==> config.mk <==
export PLATFORM = sky130hd
export DESIGN_NAME = pc_stage_vec_flat
export DESIGN_NICKNAME = d
export VERILOG_FILES = /design/src/rtl/pc_stage_vec_if.sv /design/src/rtl/pc_stage_vec.sv /design/src/flat_wrapper.sv
export SDC_FILE = /design/constraint.sdc
export NUM_CORES = 1
export LEC_CHECK = 0
export BUFFER_PORTS_ARGS = -buffer_cell sky130_fd_sc_hd__buf_2
export CORE_UTILIZATION = 50
export DETAILED_ROUTE_END_ITERATION = 10
export HOLD_SLACK_MARGIN = 0.06
export MAX_ROUTING_LAYER = met4
export PLACE_DENSITY_LB_ADDON = 0.15
export SYNTH_ARGS = -nofsm -noshare
export SYNTH_HDL_FRONTEND = slang
export SYNTH_SLANG_ARGS = --single-unit
==> constraint.sdc <==
create_clock -name clk -period 5.9 [get_ports clk]
set_input_delay 0.295 -clock clk [delete_from_list [all_inputs] [get_ports clk]]
set_output_delay 0.295 -clock clk [all_outputs]
set_load 0.005 [all_outputs]
==> src/rtl/pc_stage_vec_if.sv <==
// EX-stage / CSR bundle consumed by the PC stage: redirect requests, trap
// requests and the CSR values that steer the next-PC choice.
interface pc_stage_vec_if;
  logic        csr_rmie;
  logic        csr_mtvec_mode;
  logic [31:2] csr_mtvec_ex;
  logic [31:2] csr_mepc_ex;
  logic        g_exception;
  logic [3:0]  exc_cause;
  logic        ecall_condition_ex;
  logic        cmd_ecall_ex;
  logic        cmd_ebreak_ex;
  logic        cmd_mret_ex;
  logic        jmp_condition_ex;
  logic [31:2] jmp_adr_ex;

  modport master (
    output csr_rmie, csr_mtvec_mode, csr_mtvec_ex, csr_mepc_ex,
           g_exception, exc_cause, ecall_condition_ex,
           cmd_ecall_ex, cmd_ebreak_ex, cmd_mret_ex,
           jmp_condition_ex, jmp_adr_ex
  );

  modport slave (
    input  csr_rmie, csr_mtvec_mode, csr_mtvec_ex, csr_mepc_ex,
           g_exception, exc_cause, ecall_condition_ex,
           cmd_ecall_ex, cmd_ebreak_ex, cmd_mret_ex,
           jmp_condition_ex, jmp_adr_ex
  );
endinterface

==> src/rtl/pc_stage_vec.sv <==
// Program-counter stage with NIRQ edge-detected interrupt channels,
// fixed-priority arbitration and direct/vectored trap targeting.
module pc_stage_vec #(
  parameter int unsigned NIRQ       = 4,
  parameter int unsigned CAUSE_BASE = 16,
  parameter logic [31:2] RESET_PC   = 30'd0
) (
  input  logic              clk,
  input  logic              rst_n,
  input  logic              cpu_start,
  input  logic [31:2]       cpu_start_adr,
  input  logic              cpu_stat_pc,
  input  logic [NIRQ-1:0]   irq_in,
  input  logic [NIRQ-1:0]   irq_en,
  pc_stage_vec_if.slave     ex,
  output logic [31:2]       pc,
  output logic [31:2]       pc_excep,
  output logic [31:2]       pc_ebreak,
  output logic [NIRQ-1:0]   irq_pend,
  output logic              trap_take,
  output logic              trap_is_irq,
  output logic [5:0]        trap_cause,
  output logic              cmd_ecall_pc,
  output logic              cmd_ebreak_pc
);

  logic [31:2]     pc_q, pc_d;
  logic [NIRQ-1:0] irq_pend_q, irq_pend_d;
  logic [NIRQ-1:0] irq_prev_q;
  logic            adr_ld_q, adr_ld_d;
  logic            ecall_q, ecall_d;
  logic            ebreak_q, ebreak_d;

  logic [NIRQ-1:0] rise;
  logic [NIRQ-1:0] pend_en;
  logic [NIRQ-1:0] grant_oh;
  logic [5:0]      irq_cause;
  logic            grant_found;
  logic            irq_req;
  logic            take_exc, take_irq, take_ecall;
  logic [31:2]     pc_inc;
  logic [31:2]     irq_target;

  assign rise    = irq_in & ~irq_prev_q;
  assign pend_en = irq_pend_q & irq_en;
  assign irq_req = (|pend_en) & ex.csr_rmie;
  assign pc_inc  = pc_q + 30'd1;

  // Lowest enabled pending channel wins.
  always_comb begin
    grant_oh    = '0;
    irq_cause   = '0;
    grant_found = 1'b0;
    for (int unsigned i = 0; i < NIRQ; i++) begin
      if (pend_en[i] && !grant_found) begin
        grant_found = 1'b1;
        grant_oh[i] = 1'b1;
        irq_cause   = 6'(CAUSE_BASE + i);
      end
    end
  end

  assign irq_target = ex.csr_mtvec_mode ? (ex.csr_mtvec_ex + 30'(irq_cause))
                                        : ex.csr_mtvec_ex;

  // Trap classes follow the next-PC priority; a pending start load masks all.
  assign take_exc   = cpu_stat_pc & ~adr_ld_q & ex.g_exception;
  assign take_irq   = cpu_stat_pc & ~adr_ld_q & ~ex.g_exception & irq_req;
  assign take_ecall = cpu_stat_pc & ~adr_ld_q & ~ex.g_exception & ~irq_req
                    & ex.ecall_condition_ex;

  always_comb begin
    pc_d = pc_q;
    if (cpu_stat_pc) begin
      if (adr_ld_q)                   pc_d = cpu_start_adr;
      else if (ex.g_exception)        pc_d = ex.csr_mtvec_ex;
      else if (irq_req)               pc_d = irq_target;
      else if (ex.ecall_condition_ex) pc_d = ex.csr_mtvec_ex;
      else if (ex.cmd_mret_ex)        pc_d = ex.csr_mepc_ex;
      else if (ex.jmp_condition_ex)   pc_d = ex.jmp_adr_ex;
      else                            pc_d = pc_inc;
    end
  end

  // A fresh enabled edge re-arms a channel even as it is being taken.
  assign irq_pend_d = (irq_pend_q & ~({NIRQ{take_irq}} & grant_oh)) | (rise & irq_en);

  assign adr_ld_d = cpu_stat_pc ? 1'b0 : (adr_ld_q | cpu_start);
  assign ecall_d  = cpu_stat_pc ? 1'b0 : (ecall_q  | ex.cmd_ecall_ex);
  assign ebreak_d = cpu_stat_pc ? 1'b0 : (ebreak_q | ex.cmd_ebreak_ex);

  always_ff @(posedge clk or negedge rst_n) begin
    if (!rst_n) begin
      pc_q       <= RESET_PC;
      irq_pend_q <= '0;
      irq_prev_q <= '0;
      adr_ld_q   <= 1'b0;
      ecall_q    <= 1'b0;
      ebreak_q   <= 1'b0;
    end else begin
      pc_q       <= pc_d;
      irq_pend_q <= irq_pend_d;
      irq_prev_q <= irq_in;
      adr_ld_q   <= adr_ld_d;
      ecall_q    <= ecall_d;
      ebreak_q   <= ebreak_d;
    end
  end

  always_comb begin
    trap_cause = '0;
    if (take_exc)        trap_cause = {2'b00, ex.exc_cause};
    else if (take_irq)   trap_cause = irq_cause;
    else if (take_ecall) trap_cause = ebreak_q ? 6'd3 : 6'd11;
  end

  assign trap_take     = take_exc | take_irq | take_ecall;
  assign trap_is_irq   = take_irq;

  assign pc            = pc_q;
  assign pc_ebreak     = pc_q;
  assign irq_pend      = irq_pend_q;
  assign pc_excep      = ex.g_exception      ? pc_q :
                         ex.jmp_condition_ex ? ex.jmp_adr_ex : pc_inc;

  assign cmd_ecall_pc  = cpu_stat_pc & ecall_q  & ~irq_req & ex.csr_rmie;
  assign cmd_ebreak_pc = cpu_stat_pc & ebreak_q & ~irq_req & ex.csr_rmie;

endmodule

==> src/flat_wrapper.sv <==
// flat-port wrapper written by rule: the top's interface ports become plain ports
module pc_stage_vec_flat 
#(
  parameter int unsigned NIRQ       = 4,
  parameter int unsigned CAUSE_BASE = 16,
  parameter logic [31:2] RESET_PC   = 30'd0
)
  (clk, rst_n, cpu_start, cpu_start_adr, cpu_stat_pc, irq_in, irq_en, pc, pc_excep, pc_ebreak, irq_pend, trap_take, trap_is_irq, trap_cause, cmd_ecall_pc, cmd_ebreak_pc, ex_csr_rmie, ex_csr_mtvec_mode, ex_csr_mtvec_ex, ex_csr_mepc_ex, ex_g_exception, ex_exc_cause, ex_ecall_condition_ex, ex_cmd_ecall_ex, ex_cmd_ebreak_ex, ex_cmd_mret_ex, ex_jmp_condition_ex, ex_jmp_adr_ex);
  pc_stage_vec_if ex_i ();
  input  logic clk;
  input  logic rst_n;
  input  logic cpu_start;
  input  logic [31:2] cpu_start_adr;
  input  logic cpu_stat_pc;
  input  logic [NIRQ-1:0] irq_in;
  input  logic [NIRQ-1:0] irq_en;
  output logic [31:2] pc;
  output logic [31:2] pc_excep;
  output logic [31:2] pc_ebreak;
  output logic [NIRQ-1:0] irq_pend;
  output logic trap_take;
  output logic trap_is_irq;
  output logic [5:0] trap_cause;
  output logic cmd_ecall_pc;
  output logic cmd_ebreak_pc;
  input wire logic [$bits(ex_i.csr_rmie)-1:0] ex_csr_rmie;
  input wire logic [$bits(ex_i.csr_mtvec_mode)-1:0] ex_csr_mtvec_mode;
  input wire logic [$bits(ex_i.csr_mtvec_ex)-1:0] ex_csr_mtvec_ex;
  input wire logic [$bits(ex_i.csr_mepc_ex)-1:0] ex_csr_mepc_ex;
  input wire logic [$bits(ex_i.g_exception)-1:0] ex_g_exception;
  input wire logic [$bits(ex_i.exc_cause)-1:0] ex_exc_cause;
  input wire logic [$bits(ex_i.ecall_condition_ex)-1:0] ex_ecall_condition_ex;
  input wire logic [$bits(ex_i.cmd_ecall_ex)-1:0] ex_cmd_ecall_ex;
  input wire logic [$bits(ex_i.cmd_ebreak_ex)-1:0] ex_cmd_ebreak_ex;
  input wire logic [$bits(ex_i.cmd_mret_ex)-1:0] ex_cmd_mret_ex;
  input wire logic [$bits(ex_i.jmp_condition_ex)-1:0] ex_jmp_condition_ex;
  input wire logic [$bits(ex_i.jmp_adr_ex)-1:0] ex_jmp_adr_ex;
  assign ex_i.csr_rmie = ex_csr_rmie;
  assign ex_i.csr_mtvec_mode = ex_csr_mtvec_mode;
  assign ex_i.csr_mtvec_ex = ex_csr_mtvec_ex;
  assign ex_i.csr_mepc_ex = ex_csr_mepc_ex;
  assign ex_i.g_exception = ex_g_exception;
  assign ex_i.exc_cause = ex_exc_cause;
  assign ex_i.ecall_condition_ex = ex_ecall_condition_ex;
  assign ex_i.cmd_ecall_ex = ex_cmd_ecall_ex;
  assign ex_i.cmd_ebreak_ex = ex_cmd_ebreak_ex;
  assign ex_i.cmd_mret_ex = ex_cmd_mret_ex;
  assign ex_i.jmp_condition_ex = ex_jmp_condition_ex;
  assign ex_i.jmp_adr_ex = ex_jmp_adr_ex;
  pc_stage_vec #(.NIRQ(NIRQ), .CAUSE_BASE(CAUSE_BASE), .RESET_PC(RESET_PC)) u_core (.clk(clk), .rst_n(rst_n), .cpu_start(cpu_start), .cpu_start_adr(cpu_start_adr), .cpu_stat_pc(cpu_stat_pc), .irq_in(irq_in), .irq_en(irq_en), .ex(ex_i), .pc(pc), .pc_excep(pc_excep), .pc_ebreak(pc_ebreak), .irq_pend(irq_pend), .trap_take(trap_take), .trap_is_irq(trap_is_irq), .trap_cause(trap_cause), .cmd_ecall_pc(cmd_ecall_pc), .cmd_ebreak_pc(cmd_ebreak_pc));
endmodule
==> impl_results.md <==
- CP max stage cell: nor4_1
- Die height: 108 µm
- Vias in the first global route: 6468
- GRT Overall Usage: 0.411
- Pre-CTS setup slack: 2.91 ns
- GRT overflow: 0
- Cell family with most CP delay: simple AND/OR/NAND/NOR gates
- Sequential element share of the synthesized area: 0.184
- Worst Setup Slack, final: 2.60 ns
- Post-route ant nets: 0
- Die Area: 0.0116 mm²
- Layout area overhead: 19.0%
- Most common cell after layout, fill and taps aside: buf_2
- Clock transition at the registers of the reported paths: 0.08 ns
- Vias: 7443
- Setup Fix Bufs, Post-CTS: 0
- Slowest stage delay, CP: 0.68 ns
- WL/cell: 21.4 µm
- Worst Path Max Fanout: 8
- Final Setup Violations: 0
- Chip width: 108 µm
- Crit path cell chain: ha_1, inv_1, nor4_1, nand2_1, nor4_1, a21oi_1, o21ai_0, buf_2
- Core box area: 0.0108 mm²
- Clock Skew: 0.00727 ns
- Top_reg_cell synth: dfrtp_1
- Sequential share of power: 0.361
- Status: complete, no violations
- CP arrival: 3.00 ns
- Leakage: 2.91 nW
- CTS root buf: clkbuf_8
- # nets final: 1127
- Final Hold Vio Count: 0
- Layout cells sized above 1: 0.290
- Total power per unit cell area: 174 mW/mm²
- Post-synth top area share: 0.184
- Slew headroom: 0.232
- Fin cells: 1118
- Multi-input gate area: 0.00396 mm²
- Synth warn: 0
- Post-Syn Instances: 814
- Post-Route WL: 23900 µm
- First-pass GRT wire length: 35700 µm
- Unique masters post-synth: 75
- Tightest Pin Transition: 1.15 ns
- Mapped Area: 0.00558 mm²
- Setup TNS: 0 ns
- Pin count of the biggest net entering global routing: 71
- Minimum clock period: 3.30 ns
- VDD IR max: 0.000110 V
- Final Max Tran Viols: 0
- Core Rows: 38
- Synth area leaders: dfrtp_1, o21ai_0, nor2_1
- Crit Path Category: flip-flop to output port
- Internal power: 643 µW
- Clk Latency, worst-skew pair: 0.30 ns
- Fill count: 1113
- Crit start category: flip-flop
- Cell taking the most area after synthesis: dfrtp_1
- Post-synth EDFFs: 0
- Req. time, crit path: 5.61 ns
- Register area: 0.00103 mm²
- Starting DRT DRC Count: 1024
- Post-CTS Hold Buffers: 0
- PostCTS Resize Cnt: 0
- Unrepaired setup endpoints after global routing: no
- Diodes inserted: 0
- Post-DP HPWL: 17400 µm
- Port bufs: 246
- CTS tree: done
- Final period util: 0.559
- Synth Register Bits: 41
- Worst Path Buf+Inv: 2
- Ys async rst share: 1.00
- Cells after DPL: 1111
- Via-to-Cell Ratio: 6.66
- Total power: 1.16 mW
- Clk network pwr share: 0.169
- Synthesized area per cell: 6.86 µm²
- Fmax: 0.303 GHz
- DRC: 0
- Max Cap Violations: 0
- Most used cell, CP: nor4_1
- Hold_ws: 0.115 ns
- CTS Sinks: 41
- Initial antenna violation count: 0
- Net Count, Synth: 963
- First-pass DRT Iterations: 6
- Most frequent cells in the layout: buf_2, nor2_1, nand2_1
- CP Capture Type: output port
- Switch Pwr: 515 µW
- Net Sw Frac: 0.445
- Gp weighted congestion: 1.02
- CTS buffer count: 5
- H-tree depth: 2
- Worst hold-check path type: input port to flip-flop
- Io pins: 248
- Comb pwr share: 0.470
- Deepest clock path buffer count: 2
- Initial Util: 0.515
-- cells by family after synthesis --
| kind of cell | Yosys count | share of synthesized area |
|---|---|---|
| AOI/OAI and AO/OA | 285 | 0.343 |
| adders and majority gates | 5 | 0.0126 |
| xor gates and xnor gates | 26 | 0.0408 |
| other | 1 | 0.000672 |
| DFF | 41 | 0.184 |
| and+or+nand+nor | 317 | 0.278 |
| buffers and inverters | 121 | 0.107 |
| muxes | 18 | 0.0341 |
-- worst register-to-register path: stages (launching register included) --
cell	delay, ns
dfrtp_1	0.42
nand2_1	0.09
a32oi_1	0.09
a21oi_1	0.22
ha_1	0.23
fa_1	0.28
a41oi_4	0.19
or3_1	0.54
o21ai_0	0.20
nand2_1	0.07
a221oi_1	0.43
o221ai_1	0.17
-- power groups by stage --
stage,clock (mW),sequential (mW),combinational [mW]
finish,0.196,0.418,0.544
global route,0.208,0.424,0.592
CTS,0.197,0.412,0.531
detailed placement,0,0.417,0.528
global placement,0,0.416,0.527
floorplan,0,0.369,0.358
-- state kept, by name (all words and copies together), names as in the netlist --
| register | flops |
|---|---|
| u_core.adr_ld_q | 1 |
| u_core.ebreak_q | 1 |
| u_core.ecall_q | 1 |
| u_core.irq_pend | 4 |
| u_core.irq_prev_q | 4 |
| u_core.pc | 30 |
-- stage by stage --
step | utilization | area (µm²)
5_1_grt | 0.613 | 6640
2_1_floorplan | - | 5580
3_3_place_gp | 0.605 | 6550
3_5_place_dp | 0.605 | 6550
6_report | 0.613 | 6640
4_1_cts | 0.613 | 6640
-- final cells by class --
cell class              count  area share
multi-input cells         652       0.597
repair buffers            256       0.197
flip-flops and latches     41       0.155
clock buffers               7      0.0130
inverters                  22      0.0124
well taps                 140      0.0264
-- synthesized netlist by cell type (8+ instances only) --
master and count:
o211ai_1 13, nand2_1 79, a221oi_1 8, nor2_1 80
nand4_1 26, a221o_1 8, nand3_1 38, clkbuf_1 44
nand2b_1 8, buf_4 31, dfrtp_1 41, a31oi_1 19
buf_2 16, mux2i_1 10, o22ai_1 16, nor4_1 14
a22oi_1 10, inv_1 20, and3_1 13, nor3_1 26
a21oi_1 50, xor2_1 13, mux2_2 8, o21ai_0 76
a211oi_1 9, xnor2_1 13
-- worst paths after layout --
check,from,end,slack (ns),cells after the start
min reg2reg,u_core.irq_prev_q[3],u_core.irq_pend[3],0.42,1
max reg2reg,u_core.irq_pend[2],u_core.pc[16],2.81,11
min,irq_in[2],u_core.irq_prev_q[2],0.11,1
max,u_core.pc[2],pc_excep[24],2.60,8
max in group asynchronous,rst_n,u_core.irq_pend[3],5.12,1
min in group asynchronous,rst_n,u_core.pc[6],0.17,1
-- metal layers --
metal  share of wire  global-route usage  routed length (µm)  vias up
li1                -                   -                   -     3365
met1            0.41               0.577                9800     3390
met2            0.43               0.604               10400      628
met3            0.13              0.0636                3180       60
met4           0.023               0.127                 556        0
met5               0                   -                   0        -
No activity file was read; power rests on OpenSTA's default activity.
